[src/rtl/pipe_pkg.sv]
// Shared pipeline types and encodings used by the hazard/forwarding controller.
package pipe_pkg;

  localparam logic [1:0] RESULT_LOAD = 2'b01;

  typedef enum logic [1:0] {
    FWD_REG = 2'b00,
    FWD_W   = 2'b01,
    FWD_M   = 2'b10
  } fwd_sel_e;

  typedef struct packed {
    logic [4:0] rs1;
    logic [4:0] rs2;
    logic [4:0] rd;
    logic       regwrite;
    logic [1:0] resultsrc;
  } stage_t;

endpackage

[src/rtl/hazard_fwd_sel.sv]
// Forwarding comparator for one ALU operand; M-stage producer beats W-stage.
module hazard_fwd_sel
  import pipe_pkg::*;
(
  input  logic [4:0] rs_e,
  input  logic [4:0] rd_m,
  input  logic       regwrite_m,
  input  logic [4:0] rd_w,
  input  logic       regwrite_w,
  output logic [1:0] fwd
);

  fwd_sel_e sel;

  always_comb begin
    sel = FWD_REG;
    if (regwrite_m && (rd_m != '0) && (rd_m == rs_e))
      sel = FWD_M;
    else if (regwrite_w && (rd_w != '0) && (rd_w == rs_e))
      sel = FWD_W;
  end

  assign fwd = sel;

endmodule

[src/rtl/hazard_ctrl.sv]
// Hazard and forwarding controller: stall/flush generation, shadow E/M/W
// tracking, forwarding selects, perf counters and a sticky rd_e cross-check.
module hazard_ctrl
  import pipe_pkg::*;
#(
  parameter int CNT_W    = 32,
  parameter bit CHECK_EN = 1'b1
) (
  input  logic             clk,
  input  logic             rst,
  input  logic [4:0]       rs1_d,
  input  logic [4:0]       rs2_d,
  input  logic [4:0]       rd_d,
  input  logic             regwrite_d,
  input  logic [1:0]       resultsrc_d,
  input  logic             pcsrc_e,
  input  logic [4:0]       rd_e_dp,
  output logic             stall_f,
  output logic             stall_d,
  output logic             flush_d,
  output logic             flush_e,
  output logic [1:0]       forward_ae,
  output logic [1:0]       forward_be,
  output logic [CNT_W-1:0] stall_cnt,
  output logic [CNT_W-1:0] flush_cnt,
  output logic             sync_err
);

  stage_t     e_q;
  logic [4:0] m_rd, w_rd;
  logic       m_rw, w_rw;
  logic       lw_stall;
  logic [1:0] fwd_a, fwd_b;

  hazard_fwd_sel u_fwd_a (
    .rs_e       (e_q.rs1),
    .rd_m       (m_rd),
    .regwrite_m (m_rw),
    .rd_w       (w_rd),
    .regwrite_w (w_rw),
    .fwd        (fwd_a)
  );

  hazard_fwd_sel u_fwd_b (
    .rs_e       (e_q.rs2),
    .rd_m       (m_rd),
    .regwrite_m (m_rw),
    .rd_w       (w_rd),
    .regwrite_w (w_rw),
    .fwd        (fwd_b)
  );

  assign lw_stall = (e_q.resultsrc == RESULT_LOAD) && (e_q.rd != '0) &&
                    ((e_q.rd == rs1_d) || (e_q.rd == rs2_d));

  // A taken branch wins over a load-use stall so the PC can take the target.
  always_comb begin
    stall_f    = 1'b0;
    stall_d    = 1'b0;
    flush_d    = 1'b1;
    flush_e    = 1'b1;
    forward_ae = FWD_REG;
    forward_be = FWD_REG;
    if (!rst) begin
      stall_f    = lw_stall & ~pcsrc_e;
      stall_d    = lw_stall & ~pcsrc_e;
      flush_d    = pcsrc_e;
      flush_e    = lw_stall | pcsrc_e;
      forward_ae = fwd_a;
      forward_be = fwd_b;
    end
  end

  always_ff @(posedge clk) begin
    if (rst) begin
      e_q       <= '0;
      m_rd      <= '0;
      m_rw      <= 1'b0;
      w_rd      <= '0;
      w_rw      <= 1'b0;
      stall_cnt <= '0;
      flush_cnt <= '0;
      sync_err  <= 1'b0;
    end else begin
      if (flush_e)
        e_q <= '0;
      else
        e_q <= '{rs1: rs1_d, rs2: rs2_d, rd: rd_d,
                 regwrite: regwrite_d, resultsrc: resultsrc_d};
      m_rd <= e_q.rd;
      m_rw <= e_q.regwrite;
      w_rd <= m_rd;
      w_rw <= m_rw;
      if (stall_f && (stall_cnt != '1))
        stall_cnt <= stall_cnt + CNT_W'(1);
      if (pcsrc_e && (flush_cnt != '1))
        flush_cnt <= flush_cnt + CNT_W'(1);
      if (CHECK_EN && (rd_e_dp != e_q.rd))
        sync_err <= 1'b1;
    end
  end

endmodule

[config.mk]
export PLATFORM = sky130hd
export DESIGN_NAME = hazard_ctrl
export DESIGN_NICKNAME = d
export VERILOG_FILES = /design/src/rtl/pipe_pkg.sv /design/src/rtl/hazard_fwd_sel.sv /design/src/rtl/hazard_ctrl.sv
export SDC_FILE = /design/constraint.sdc
export NUM_CORES = 1
export LEC_CHECK = 0
export BUFFER_PORTS_ARGS = -buffer_cell sky130_fd_sc_hd__buf_2
export CAP_MARGIN = 30
export CELL_PAD_IN_SITES_DETAIL_PLACEMENT = 1
export CELL_PAD_IN_SITES_GLOBAL_PLACEMENT = 2
export CORE_ASPECT_RATIO = 2
export CORE_MARGIN = 2
export CORE_UTILIZATION = 32
export CTS_CLUSTER_SIZE = 25
export DETAILED_ROUTE_END_ITERATION = 8
export PLACE_DENSITY = 0.8
export SLEW_MARGIN = 10
export SYNTH_ARGS = -nofsm -noshare
export SYNTH_HDL_FRONTEND = slang
export SYNTH_SLANG_ARGS = --single-unit
[constraint.sdc]
create_clock -name clk -period 3.1 [get_ports clk]
set_input_delay 0.465 -clock clk [delete_from_list [all_inputs] [get_ports clk]]
set_output_delay 0.465 -clock clk [all_outputs]
set_load 0.05 [all_outputs]
* After elaboration in Yosys (flattened, before gate mapping)
Cells that the tools add are included.
Storage, ports and cells: input bits 26, memories kept 0, output and inout port bits 73, word-level logic and storage cells 51, memory bits (read-only) 0, latch bits 0, memory bits (writable) 0, register bits after elaboration 95
Operators by class: $add $sub $neg 2, bitwise gates (word level) 3, divide/modulo/power cells 0, equality and inequality tests 10, shift operators 0, reductions and logical operators 15, order comparisons 0, $mul 0, multiplexer cells 9
Operator list (number):
- adder 32 x 1 -> 32 bit, second input constant | 2
- != test 32 bit, second input constant | 2
- equality test 5 bit | 6
- nonzero test 5 bit | 3
- logical AND 1 bit | 10
- 2-to-1 mux 2 bit | 4
- 2-to-1 mux 1 bit | 5
- != test 5 bit | 1
- equality test 2 x 1 -> 1 bit, second input constant | 1
- OR reduction 2 bit | 1
- AND 1 bit | 1
- logical OR 1 bit | 1
- NOT 1 bit | 1
- bitwise OR 1 bit | 1

* Depth between registers and ports, before layout
Gate-level depths: netlist of run 1.
word-level depth 6, depth in mapped cells 9, gate-level depth less buffers 7

* Hierarchy
Synthesis of run 1 repeated with hierarchy kept, for this count alone.
Second synthesis, totals: cells, all modules 530, area, all modules 4642.0 um^2
By module, submodules not included:
- hazard_ctrl | cells an instance 490, instances 1, area an instance 4339.2 um^2, sequential area each 1901.8 um^2
- hazard_fwd_sel | cells an instance 20, instances 2, area an instance 151.4 um^2, sequential area each 0.0 um^2

* Worst setup path before layout of run 1
Ideal clock, no wire load.
path kind reg2out, start reg m_rd[0], end out forward_ae[0], slack -155 ps, cell stages (with the launch flop) 5, data arrival time 2790 ps, buffers on the path 0, data required time 2635 ps, path through dfxtp_1 > or4_1 > o21ai_0 > nor3_1 > nor4_1
On the way: longest elaborated chain between the ends 5, elaborated cells on any way between the ends 6, classes of those cells 1 x eq/ne; 2 x mux; 3 x reduce/logical
Ends and longest elaborated chain:
- from (decl) | line hazard_ctrl.sv:30 | logic [4:0] m_rd, w_rd;
- from (signal assigned) | line hazard_ctrl.sv:90 | m_rd <= e_q.rd;
- nonzero test 5 bit | line hazard_fwd_sel.sv:17 | if (regwrite_m && (rd_m != '0) && (rd_m == rs_e))
- logical AND 1 bit | line hazard_fwd_sel.sv:17
- logical AND 1 bit * | line hazard_fwd_sel.sv:17
- 2-to-1 mux 2 bit * | line hazard_fwd_sel.sv:17
- 2-to-1 mux 2 bit * | line hazard_ctrl.sv:64 | if (!rst) begin
- to (decl) | line hazard_ctrl.sv:22 | output logic [1:0] forward_ae,
Every way passes the cells marked *; elsewhere a longest branch is shown, timed or not.

* Worst setup path after layout of run 1
start reg m_rd[0], end out forward_be[0]
On the way: longest elaborated chain between the ends 5, elaborated cells on any way between the ends 6, classes of those cells 1 x eq/ne; 2 x mux; 3 x reduce/logical
Ends and longest elaborated chain:
- nonzero test 5 bit | line hazard_fwd_sel.sv:17
- logical AND 1 bit | line hazard_fwd_sel.sv:17
- logical AND 1 bit * | line hazard_fwd_sel.sv:17
- 2-to-1 mux 2 bit * | line hazard_fwd_sel.sv:17
- 2-to-1 mux 2 bit * | line hazard_ctrl.sv:64
- to (decl) | line hazard_ctrl.sv:23 | output logic [1:0] forward_be,
Marks and branches as above.

==> results of run 1 <==
[power by group through the flow]
stage / Clock [uW] / Sequential (uW) / Combinational, uW
5_1_grt: 1310 / 1260 / 146
2_1_floorplan: 0 / 1290 / 79.2
4_1_cts: 1250 / 1250 / 135
3_3_place_gp: 0 / 1280 / 130
6_report: 1220 / 1250 / 132
3_5_place_dp: 0 / 1280 / 134
[worst paths after layout]
| check | from | end | cells after the start |
|---|---|---|---|
| setup / recovery | m_rd[0] | forward_be[0] | 5 |
| hold / removal | rd_d[0] | e_q[3] | 2 |
| setup reg to reg | stall_cnt[6] | stall_cnt[23] | 6 |
| hold reg to reg | e_q[2] | m_rw | 1 |
[cell families after synthesis]
logic type | Yosys count | share of synthesized area
DFF | 95 | 0.433
xor gates and xnor gates | 67 | 0.134
and+or+nand+nor | 240 | 0.298
adders and majority gates | 2 | 0.00570
AOI/OAI and AO/OA | 70 | 0.0918
buffers and inverters | 28 | 0.0331
muxes | 2 | 0.00456
[layer usage]
metal  up-vias  wire length, um  part of all wire
met3        22              495             0.039
met1      1948             4470              0.35
met4         0              300             0.024
met2        76             7350              0.58
met5         -                0                 0
li1       1955                -                 -
[cells in the mapped netlist, types with 2 or more instances]
master	instances	area share
o21ai_0	27	0.031
mux2i_1	2	0.0046
or4_1	9	0.015
nor3_1	7	0.0080
nor4_1	10	0.014
o31ai_1	5	0.0086
xor2_1	38	0.076
buf_6	3	0.0077
nand3_1	26	0.030
and3_1	6	0.0086
and2_1	21	0.030
nor2b_1	14	0.020
clkbuf_1	10	0.0086
a31oi_1	2	0.0029
xnor2_1	29	0.058
nor2_1	48	0.041
buf_2	2	0.0023
or4_2	2	0.0040
a21oi_1	32	0.036
ha_1	2	0.0057
inv_1	10	0.0086
and4_1	4	0.0080
nand4_2	2	0.0057
nand4_1	26	0.037
or3_2	2	0.0034
nand2_1	32	0.027
or3_1	26	0.037
dfxtp_1	95	0.43
[metrics by stage]
stage	utilization	std cells
global placement	0.374	745
finish	0.398	761
CTS	0.398	761
floorplan	-	504
global route	0.398	761
detailed placement	0.374	745
[state kept, by name, indices dropped and copies added (netlist names)]
| register | count |
|---|---|
| stall_cnt | 32 |
| w_rd | 5 |
| w_rw | 1 |
| sync_err | 1 |
| m_rd | 5 |
| flush_cnt | 32 |
| m_rw | 1 |
| e_q | 18 |
[critical path, stage by stage (launching register included)]
cell,delay (ns)
dfxtp_1,0.34
or4_1,0.51
o21ai_0,0.44
nor3_1,0.14
nor4_2,0.30
buf_2,0.30
[cells in the final DEF, fill, tap and decap left out, drive strengths merged, types with 2 or more instances in the layout]
cell	netlist	layout
xnor2	29	29
o21ai	27	27
nor3	7	7
buf	6	104
mux2i	2	2
nor4	10	10
nand3	27	27
o31ai	5	5
or2	2	2
dfxtp	95	95
clkinvlp	0	2
and2	21	21
and3	6	6
a21oi	32	32
or3	28	28
bufinv	0	2
ha	2	2
clkbuf	12	9
nand4	28	28
nand2	32	32
nor2b	14	14
and4	4	4
inv	10	13
a31oi	2	2
or4	11	11
nor2	48	48
xor2	38	38
[cell type report]
class                   count  area [sq um]
clock buffers               9           225
clock inverters             7           101
repair buffers            104           536
multi-input cells         381          2350
flip-flops and latches     95          1900
inverters                  10          37.5
fillers                  1641          8090
well taps                 155           194
==> reports/metrics.yaml, run 1 <==
floorplanning:
  num_rows: 60
  die_w_um: 86.8
  dieArea_sq_mm: 0.0147
  die_y_um: 170
  io_pins: 99
  initial_core_util: 0.327
  coreArea_sq_mm: 0.0134
cts:
  cts_resized: 0
  numCtsBuffers: 9
  insertion_delay_ns: 0.34
  cts.htree.levels: 3
  cts_tree: "done"
  clk_pin_slew_ns: 0.07
  hold_buffers: 0
  root_buffer: "clkbuf_16"
  cts_buffer_depth: 2
  postCtsSetupBuffers: 0
  cts_sinks: 95
pwr:
  ir_drop_uv: 240
  p_switching_uw: 599
  intPower_uw: 2000
  seqPwrFrac: 0.482
  p_clk_frac: 0.467
  power_density_mw_per_mm2: 487
  p_leak_uw: 0.00213
  power_uw: 2600
  swShare: 0.230
  p_comb_frac: 0.051
run:
  maxCapViolations: 0
placement:
  port_buffers: 98
  dpl-instance-area_sq_mm: 0.00502
  hpwl_um: 9680
  gp_congestion: 0.822
  dp_slack_ns: 0.577
yosys:
  synth_area_sq_mm: 0.00439
  synth_nets: 532
  synth_edf_count: 0
  ys_ff_latch: 95
  yosysSeqAreaShare: 0.433
  yosys_most_used_dff: "dfxtp_1"
  ys_types: 40
  postSynthCellCount: 504
  yosys_warnings: 0
  syn_avg_cell_area_sq_um: 8.71
  ys_async_sr_fraction: 0
route:
  initialDrtViolationCount: 115
  num_vias: 4001
  drc_errors: 0
  postRouteAntennaNets: 0
  via_per_inst: 5.26
  firstDrtPassIters: 4
  wl_um: 12600
  routedWlPerCell_um: 16.6
global_route:
  grtUsageTotal: 0.174
  grt_pass1_vias: 4141
  grtUsageMet1: 0.161
  overflow: 0
  met3_usage: 0.0331
  met2_usage: 0.347
  grt_antenna_before_repair: 0
  grt_pass1_wl_um: 20200
  top_usage_layer: "met2"
  grt_max_degree: 72
setup_path:
  crit_type: "reg -> out"
  cp.arrival_ns: 2.38
  crit_path_start_kind: "flop"
  critPathCaptureType: "primary output"
  cp_max_fo: 4
  worstPathRequired_ns: 2.63
  r2r_slack_ns: 0.63
timing:
  skew_ns: 0.00953
  grt_setup_unrepaired: "false"
  tns_ns: 0
  worst_hold_slack_ns: 0.322
  fin_crit_ns: 2.85
  setup_viol: 0
  worst_slew_pin_slew_ns: 0.782
  period_share: 0.919
  fin_ws_ns: 0.251
  finalMaxSlewViolations: 0
  max_slew_margin: 0.479
  fmax_mhz: 351
  hold_violations: 0
cells_and_area:
  drive_gt1_frac: 0.219
  final_nets: 629
  diodes: 0
  areaGrowthSynthToFinish_pct: 21.9
  stdcell_area_sq_mm: 0.00535
hold_path:
  hold_class: "in -> reg"
status:
  status: "complete, no violations"
(Power assumes the default switching activity.)
==> inputs of run 2 (changes only) <==
CORE_MARGIN = unset   (was 2)
==> run 2 against run 1 <==
The flow now finishes with violations (DRC). Clock skew decreased by 0.0027 ns. Worst hold slack lost 0.00097 ns. Largest cell class unchanged. Worst setup slack worse by 0.079 ns. Via count fell by 0.25%. Critical path depth did not move.
==> reports/metrics.yaml, run 2 (synthesized netlist as in run 1, its figures left out) <==
status:
  status: "finished, violations left"
  violations: "DRC"
cts:
  cts_resized: 0  # unchanged
  insertion_delay_ns: 0.34  # about the same
  cts_buffer_depth: 2  # unchanged
  cts.htree.levels: 3  # unchanged
  numCtsBuffers: 9  # unchanged
  cts_tree: "done"
  clk_pin_slew_ns: 0.07  # about the same
  postCtsSetupBuffers: 0  # unchanged
  cts_sinks: 95  # unchanged
  hold_buffers: 0  # unchanged
  root_buffer: "clkbuf_16"
timing:
  finalMaxSlewViolations: 0  # unchanged
  grt_setup_unrepaired: "false"
  hold_violations: 0  # unchanged
  fin_crit_ns: 2.93  # +0.0793 ns
  setup_viol: 0  # unchanged
  skew_ns: 0.00679  # -0.00274 ns
  fmax_mhz: 342  # -2.7%
  max_slew_margin: 0.495  # +0.0164
  tns_ns: 0  # unchanged
  worst_slew_pin_slew_ns: 0.754  # -0.0282 ns
  fin_ws_ns: 0.172  # -0.0793 ns
  period_share: 0.945  # +0.0256
setup_path:
  cp_max_fo: 4  # unchanged
  worstReg2RegEnd: "stall_cnt[23]"
  r2r_slack_ns: 0.55  # -0.08 ns
  cp.arrival_ns: 2.46  # +0.08 ns
  crit_type: "reg -> out"
  ff2ff_path_depth: 6  # unchanged
  critPathCaptureType: "primary output"
  worstPathRequired_ns: 2.63  # about the same
  regToRegStartpoint: "stall_cnt[5]"
  crit_path_start_kind: "flop"
cells_and_area:
  diodes: 0  # unchanged
  layout_common_cells: "buf_2, dfxtp_1, nor2_1, xor2_1"
  layout_commonest_cell: "buf_2"
  stdcell_area_sq_mm: 0.00534  # -0.12%
  areaGrowthSynthToFinish_pct: 21.8
  drive_gt1_frac: 0.222  # +0.00257
  final_nets: 631  # +0.32%
  fillers: 1645  # +0.24%
  reg.largest.list: "flush_cnt x32, stall_cnt x32, e_q x18"
  final_cells: 763  # +0.26%
route:
  initialDrtViolationCount: 87  # -24%
  firstDrtPassIters: 8  # +4
  postRouteAntennaNets: 0  # unchanged
  num_vias: 3991  # -0.25%
  via_per_inst: 5.23  # -0.51%
  drc_errors: 6  # +6
  routedWlPerCell_um: 16.5  # -0.63%
  wl_um: 12600  # -0.37%
hold_path:
  whs_endpoint: "e_q[3]"
  min-delay-start: "rd_d[0]"
  hold_class: "in -> reg"
  worstHoldPathCells: 2  # unchanged
global_route:
  grt_antenna_before_repair: 0  # unchanged
  grt_pass1_vias: 4242  # +2.4%
  grtUsageTotal: 0.187  # +0.0127
  grt_max_degree: 51  # -29%
  overflow: 0  # unchanged
  grt_pass1_wl_um: 20800  # +2.9%
floorplanning:
  num_rows: 60  # unchanged
  coreArea_sq_mm: 0.0134  # unchanged
  initial_core_util: 0.327  # unchanged
  io_pins: 99  # unchanged
  die_y_um: 168  # -1.2%
  die_w_um: 84.8  # -2.3%
  dieArea_sq_mm: 0.0142  # -3.5%
placement:
  dp_slack_ns: 0.481  # -0.0953 ns
  dpl-instance-area_sq_mm: 0.00504  # +0.30%
  place_inst: 747  # +0.27%
  gp_congestion: 0.806  # -1.9%
  port_buffers: 98  # unchanged
  hpwl_um: 9880  # +2.1%
pwr:
  p_switching_uw: 583  # -2.8%
  swShare: 0.231  # +0.000616
  ir_drop_uv: 267  # +11%
  intPower_uw: 1940  # -3.1%
  p_comb_frac: 0.054  # +0.003
  p_clk_frac: 0.449  # -0.018
  power_density_mw_per_mm2: 472  # -2.9%
  p_leak_uw: 0.00215  # +0.49%
  seqPwrFrac: 0.497  # +0.015
run:
  maxCapViolations: 0  # unchanged
==> run 2: critical path: stages (launching register included) <==
cell	delay (ns)
dfxtp_1	0.35
or4_1	0.54
o21ai_0	0.49
nor3_1	0.14
nor4_2	0.30
buf_2	0.31
==> run 2: final cells by class <==
class | instances | area (sq um) | area share
clock buffer | 10 | 239 | 0.0447
clock inverter | 6 | 66.3 | 0.0124
inverter | 10 | 37.5 | 0.00702
multi-input combinational | 381 | 2350 | 0.441
sequential | 95 | 1900 | 0.356
tap | 155 | 194 | 0.0363
timing repair buffer | 106 | 551 | 0.103
==> run 2: power groups by stage <==
stage          sequential (uW)  combinational, uW  clock, uW
3_5_place_dp              1280                139          0
3_3_place_gp              1280                134          0
6_report                  1250                136       1130
4_1_cts                   1250                139       1180
2_1_floorplan             1290               79.2          0
5_1_grt                   1260                149       1210
==> run 2: worst max path at each step <==
stage / cells past startpoint / start / endpoint / slack, ns
finish: 5 / m_rd[0] / forward_be[0] / 0.17
global placement: 5 / m_rd[0] / forward_be[0] / 0.57
detailed placement: 5 / m_rd[0] / forward_be[0] / 0.48
CTS: 5 / m_rd[0] / forward_be[0] / 0.12
global route: 5 / m_rd[0] / forward_be[0] / 0.02
floorplan: 3 / rst / forward_ae[1] / 0.31
==> run 2: stage by stage <==
step / utilization / hold slack (ns) / total power (uW)
4_1_cts: 0.398 / 0.307 / 2570
5_1_grt: 0.398 / 0.329 / 2610
2_1_floorplan: - / 0.414 / 1370
3_5_place_dp: 0.375 / 0.431 / 1420
3_3_place_gp: 0.375 / 0.427 / 1420
6_report: 0.398 / 0.321 / 2520
==> run 2: per-layer routing <==
layer | track usage | vias to the layer above | share of wire
met5 | 0 | - | 0
met4 | 0.0796 | 0 | 0.027
met3 | 0.0306 | 20 | 0.034
met2 | 0.390 | 73 | 0.60
met1 | 0.168 | 1937 | 0.33
li1 | - | 1961 | -
